File: config.mk
export PLATFORM = sky130hd
export DESIGN_NAME = decoder_core
export DESIGN_NICKNAME = d
export VERILOG_FILES = /design/src/rtl/decoder_core.sv
export SDC_FILE = /design/constraint.sdc
export NUM_CORES = 1
export LEC_CHECK = 0
export CAP_MARGIN = 25
export CORE_MARGIN = 1.5
export CORE_UTILIZATION = 41
export CTS_BUF_LIST = sky130_fd_sc_hd__clkbuf_8
export CTS_CLUSTER_SIZE = 20
export DETAILED_ROUTE_END_ITERATION = 7
export PLACE_DENSITY = 0.77
export SKIP_LAST_GASP = 1
export SYNTH_ARGS = -nofsm -noshare
export SYNTH_HDL_FRONTEND = slang
export SYNTH_SLANG_ARGS = --single-unit
File: constraint.sdc
create_clock -name clk_i -period 1.7 [get_ports clk_i]
set_input_delay 0.255 -clock clk_i [delete_from_list [all_inputs] [get_ports clk_i]]
set_output_delay 0.255 -clock clk_i [all_outputs]
set_load 0.03 [all_outputs]
File: src/rtl/decoder_core.sv
// rtl/decoder_core.sv - RV32I instruction decoder with registered field, immediate and format outputs
module decoder_core (
    input  logic        clk_i,
    input  logic        rst_ni,
    input  logic        valid_i,
    input  logic [31:0] instr_i,
    output logic        valid_o,
    output logic [6:0]  opcode_o,
    output logic [2:0]  funct3_o,
    output logic [6:0]  funct7_o,
    output logic [4:0]  rd_addr_o,
    output logic [4:0]  rs1_addr_o,
    output logic [4:0]  rs2_addr_o,
    output logic [31:0] imm_o,
    output logic [5:0]  fmt_o,
    output logic        illegal_o
);

    localparam logic [6:0] OP_R      = 7'b0110011;
    localparam logic [6:0] OP_IMM    = 7'b0010011;
    localparam logic [6:0] OP_LOAD   = 7'b0000011;
    localparam logic [6:0] OP_JALR   = 7'b1100111;
    localparam logic [6:0] OP_SYSTEM = 7'b1110011;
    localparam logic [6:0] OP_FENCE  = 7'b0001111;
    localparam logic [6:0] OP_STORE  = 7'b0100011;
    localparam logic [6:0] OP_BRANCH = 7'b1100011;
    localparam logic [6:0] OP_LUI    = 7'b0110111;
    localparam logic [6:0] OP_AUIPC  = 7'b0010111;
    localparam logic [6:0] OP_JAL    = 7'b1101111;

    // One-hot format encoding, bit positions {R,I,S,B,U,J} = 5..0
    localparam logic [5:0] FMT_R = 6'b100000;
    localparam logic [5:0] FMT_I = 6'b010000;
    localparam logic [5:0] FMT_S = 6'b001000;
    localparam logic [5:0] FMT_B = 6'b000100;
    localparam logic [5:0] FMT_U = 6'b000010;
    localparam logic [5:0] FMT_J = 6'b000001;

    logic [6:0]  opcode;
    logic        sign;
    logic [5:0]  fmt_d;
    logic [31:0] imm_d;
    logic        illegal_d;

    logic        valid_q;
    logic [6:0]  opcode_q;
    logic [2:0]  funct3_q;
    logic [6:0]  funct7_q;
    logic [4:0]  rd_q;
    logic [4:0]  rs1_q;
    logic [4:0]  rs2_q;
    logic [31:0] imm_q;
    logic [5:0]  fmt_q;
    logic        illegal_q;

    assign opcode = instr_i[6:0];
    assign sign   = instr_i[31];

    // Classify the opcode and assemble the sign-extended immediate for its format
    always_comb begin
        fmt_d     = 6'b000000;
        imm_d     = 32'h0000_0000;
        illegal_d = 1'b0;
        case (opcode)
            OP_R: begin
                fmt_d = FMT_R;
            end
            OP_IMM, OP_LOAD, OP_JALR, OP_SYSTEM, OP_FENCE: begin
                fmt_d = FMT_I;
                imm_d = {{20{sign}}, instr_i[31:20]};
            end
            OP_STORE: begin
                fmt_d = FMT_S;
                imm_d = {{20{sign}}, instr_i[31:25], instr_i[11:7]};
            end
            OP_BRANCH: begin
                fmt_d = FMT_B;
                imm_d = {{19{sign}}, instr_i[31], instr_i[7], instr_i[30:25],
                         instr_i[11:8], 1'b0};
            end
            OP_LUI, OP_AUIPC: begin
                fmt_d = FMT_U;
                imm_d = {instr_i[31:12], 12'h000};
            end
            OP_JAL: begin
                fmt_d = FMT_J;
                imm_d = {{11{sign}}, instr_i[31], instr_i[19:12], instr_i[20],
                         instr_i[30:21], 1'b0};
            end
            default: begin
                illegal_d = 1'b1;
            end
        endcase
    end

    // Output registers: clear on reset, capture on valid, otherwise hold fields and drop valid
    always_ff @(posedge clk_i) begin
        if (!rst_ni) begin
            valid_q   <= 1'b0;
            opcode_q  <= 7'd0;
            funct3_q  <= 3'd0;
            funct7_q  <= 7'd0;
            rd_q      <= 5'd0;
            rs1_q     <= 5'd0;
            rs2_q     <= 5'd0;
            imm_q     <= 32'd0;
            fmt_q     <= 6'd0;
            illegal_q <= 1'b0;
        end else begin
            valid_q <= valid_i;
            if (valid_i) begin
                opcode_q  <= opcode;
                funct3_q  <= instr_i[14:12];
                funct7_q  <= instr_i[31:25];
                rd_q      <= instr_i[11:7];
                rs1_q     <= instr_i[19:15];
                rs2_q     <= instr_i[24:20];
                imm_q     <= imm_d;
                fmt_q     <= fmt_d;
                illegal_q <= illegal_d;
            end
        end
    end

    assign valid_o    = valid_q;
    assign opcode_o   = opcode_q;
    assign funct3_o   = funct3_q;
    assign funct7_o   = funct7_q;
    assign rd_addr_o  = rd_q;
    assign rs1_addr_o = rs1_q;
    assign rs2_addr_o = rs2_q;
    assign imm_o      = imm_q;
    assign fmt_o      = fmt_q;
    assign illegal_o  = illegal_q;

endmodule

==> reports/qor_table.md <==
| Quantity | This run |
|:---|:---|
| Unrepaired setup endpoints after global routing | false |
| Clock sink count | 72 |
| Basic-gate share of the synthesized area counting and, or, nand and nor cells | 18.6% |
| Sequential share of the synthesized area | 48.9% |
| Maximum number of pins on one net before global-route repair | 33 |
| Levels on crit path | 1 |
| Count of input and output buffers | 106 |
| Area after DPL | 0.00431 mm² |
| Main combinational cell family by area after synthesis | simple AND/OR/NAND/NOR gates |
| Starting utilization of the core area | 42.9% |
| WP data arrival | 1400 ps |
| Top Family by Delay on Critical Path | buffers and inverters |
| DR top layer | met4 |
| Flip-flop and latch area | 0.00144 mm² |
| Destination of the worst register-to-register timing path | imm_o[11] |
| Placed cell count | 525 |
| Wire length reported by the detailed router | 8.29 mm |
| Clock root buffer master | sky130_fd_sc_hd__clkbuf_8 |
| Max rail drop VDD | 0.594 mV |
| Number of remaining DRC errors | 0 |
| Final std cells w/o fill | 543 |
| Synthesized-area fraction occupied by ao, oa, aoi and oai cells | 18.1% |
| Total non-filler cell area in the finished layout | 0.00463 mm² |
| TritonCTS clock tree | done |
| Worst stage delay on the critical path | 680 ps |
| Distinct cells, synth | 48 |
| Count of boundary I/O pins | 107 |
| Worst hold-check path type | input pin to flop |
| Filler cells | 557 |
| Critical path, cell by cell | clkdlybuf4s50_1 |
| Depth of the worst register-to-register path | 2 |
| Status | completed |
| Multiplexer share of the synthesized area | 9.21% |
| Power density over the cells | 896 mW/mm² |
| Total routed wire length on the met1 layer | 3.60 mm |
| Largest fanout of any net on the critical path | 2 |
| Count of inserted antenna diode cells | 0 |
| Number of buffers added to fix hold violations after cts | 0 |
| Measured slew at the worst slew-check pin | 720 ps |
| Fmax | 606 MHz |
| Area of combinational cells with multiple inputs | 0.00139 mm² |
| Destination of the critical timing path | funct7_o[0] |
| Global-route wire length before repair | 13.1 mm |
| Crit path from | funct7_o[0] |
| Synthesis-to-layout area growth | 57.2% |
| Part of the cycle the worst path needs | 97.1% |
| Total Die Area | 0.00770 mm² |
| Library cell occupying the most area in the post-synthesis netlist | sky130_fd_sc_hd__dfxtp_1 |
| Setup violators final | 0 |
| Syn. warnings | 0 |
| Pre-antenna DRT Iters | 4 |
| Startpoint of the worst-slack reg-to-reg timing path | imm_o[11] |
| Final weighted congestion in routability-driven placement | 0.859 |
| Area share of xor/xnor cells in the synthesized design | 0.297% |
| Clock slew at the register clock pins of the worst setup and hold paths | 90 ps |
| Main area contributors after synthesis | sky130_fd_sc_hd__dfxtp_1 49%, sky130_fd_sc_hd__mux2i_1 8.8%, sky130_fd_sc_hd__nor2_1 5.2% |
| Area share of the leading cell type in the synthesized netlist | 48.9% |
| R2R setup slack | 780 ps |
| Floorplan die width | 87.8 µm |
| Leakage | 0.00186 µW |
| Yosys reg bits | 72 |
| Max H-tree Level | 3 |
| Clk_lat worst skew | 330 ps |
| Post-synthesis area per instance | 9.76 µm² |
| Post-synth EDFFs | 0 |
| Sum Neg Setup Slack | 0 ps |
| Vias per Instance | 5.05 |
| Number of nets with antenna violations after detailed routing | 0 |
| Crit-path slowest cell | sky130_fd_sc_hd__clkdlybuf4s50_1 |
| Met3 WL | 579 µm |
| Final number of hold-violating endpoints | 0 |
| Final Hold Slack | 336 ps |
| Number of violations of the max-capacitance limit | 0 |
| GR Util All Layers | 22.4% |
| Critical path endpoint category | output pin |
| Cell Rows | 30 |
| Number of nets at the end of the flow | 477 |
| Via total after detailed routing | 2741 |
| Worst clock skew | 0 ps |
| Critical path class | flop to output pin |
| Synthesized-area fraction occupied by adder cells | 0% |
| CP required | 1440 ps |
| Layout cells sized above 1 | 19.7% |
| TritonCTS buffer count | 9 |
| Crit start category | flop |
| Total core area | 0.00687 mm² |
| Met2 WL post-DR | 3.99 mm |
| Min Clock Period, post-route | 1650 ps |
| Worst max-slew margin expressed relative to the limit | 52.0% |
| Top FF cell, synth | sky130_fd_sc_hd__dfxtp_1 |
| Post-synthesis cell area | 0.00295 mm² |
| Vias in the first global route | 2652 |
| Total power of the final layout | 4150 µW |
| Instance count of the mapped netlist | 302 |
| Wire length per cell after detailed routing | 15.3 µm |
| HPWL reported at the end of detailed placement | 5.83 mm |
| Total nets after synthesis | 337 |
| CTS max path bufs | 2 |
| Worst Path Buf+Inv | 1 |
| Number of antenna violations at the first check in global routing | 0 |
| Height of the die | 87.8 µm |
| Total count of max-transition violations in the final report | 0 |
| Fraction of synthesis flops using an asynchronous set or reset pin | 0% |
| Remaining Overflow, GRT | 0 |
| Detailed router's first-iteration violation count | 135 |
## layout by cell type, fill, tap and decap left out, drive strengths merged, types with 2 or more instances in the layout
cell type	netlist	final
clkdlybuf4s50	0	99
dfxtp	72	72
buf	9	44
nor2	43	43
nand2	27	27
mux2i	26	26
a21oi	26	26
o21ai	11	11
a221o	11	11
clkbuf	11	10
a22o	9	9
nor2b	7	7
inv	3	6
a221oi	5	5
bufinv	0	4
a211oi	4	4
nand2b	4	4
nand3	3	3
dlygate4sd2	0	3
and2	3	3
o22ai	3	3
nor3b	3	3
nor3	3	3
or3b	2	2
or2b	2	2
nand4b	2	2
## area by class of cell
cell class / instances / area share [%]
Timing Repair Buffer: 149 / 30.3
Tap cell: 96 / 2.59
Clock buffer: 9 / 2.67
Multi-Input combinational cell: 207 / 30.0
Sequential cell: 72 / 31.1
Clock inverter: 7 / 3.05
Inverter: 3 / 0.243
## layer usage
layer / vias up / global-route usage (%)
met5: - / 0
met4: 0 / 8.66
met3: 9 / 6.41
met2: 94 / 37.1
met1: 1282 / 27.7
li1: 1356 / -
## cells by family after synthesis
logic type / after synthesis
muxes: 27
buffers and inverters: 23
and+or+nand+nor: 106
AOI/OAI and AO/OA: 73
xor gates and xnor gates: 1
DFF: 72
## power by group
part	total (µW)	internal, µW	switching [µW]
Clock	1780	1130	649
Combinational	610	288	322
Sequential	1760	1740	26.2
## cell usage after synthesis, types with 3 or more instances
cell type,instances
sky130_fd_sc_hd__nor2b_1,7
sky130_fd_sc_hd__buf_2,4
sky130_fd_sc_hd__dfxtp_1,72
sky130_fd_sc_hd__mux2i_1,26
sky130_fd_sc_hd__a21oi_1,25
sky130_fd_sc_hd__nand2_1,27
sky130_fd_sc_hd__clkbuf_1,9
sky130_fd_sc_hd__o22ai_1,3
sky130_fd_sc_hd__buf_6,4
sky130_fd_sc_hd__a22o_1,9
sky130_fd_sc_hd__a221oi_1,4
sky130_fd_sc_hd__a221o_2,9
sky130_fd_sc_hd__nor2_1,41
sky130_fd_sc_hd__o21ai_0,11
sky130_fd_sc_hd__nand2b_1,3
sky130_fd_sc_hd__nand3_1,3
sky130_fd_sc_hd__a211oi_1,4
## worst min path at each step
stage | start | endpoint | slack (ps) | cells past startpoint
floorplan | instr_i[30] | imm_o[10] | 380 | 1
global placement | fmt_o[0] | fmt_o[0] | 450 | 2
detailed placement | rs1_addr_o[2] | rs1_addr_o[2] | 450 | 2
CTS | valid_i | valid_o | 320 | 4
global route | valid_i | valid_o | 360 | 4
finish | valid_i | valid_o | 340 | 4
## stage by stage
step                      utilization, %  setup slack, ps
after floorplan                        -             90.3
after global placement              62.7             -653
after detailed placement            62.7             -688
after CTS                           67.3             7.59
after global routing                67.4             7.78
final                               67.4             49.2
## registers in the layout, indices dropped and copies added, names as in the netlist
signal and flops:
imm_o 32, rs2_addr_o 5, opcode_o 7, valid_o 1, rd_addr_o 5, funct3_o 3, funct7_o 7, fmt_o 6
rs1_addr_o 5, illegal_o 1
## repair_timing
action	CTS	global route
endpoints found under the setup margin	33	22
pin swaps	3	1
endpoints found under the hold margin	0	0
gates resized for setup	11	6
setup buffers	2	0
No activity file was read; power rests on OpenSTA's default activity.
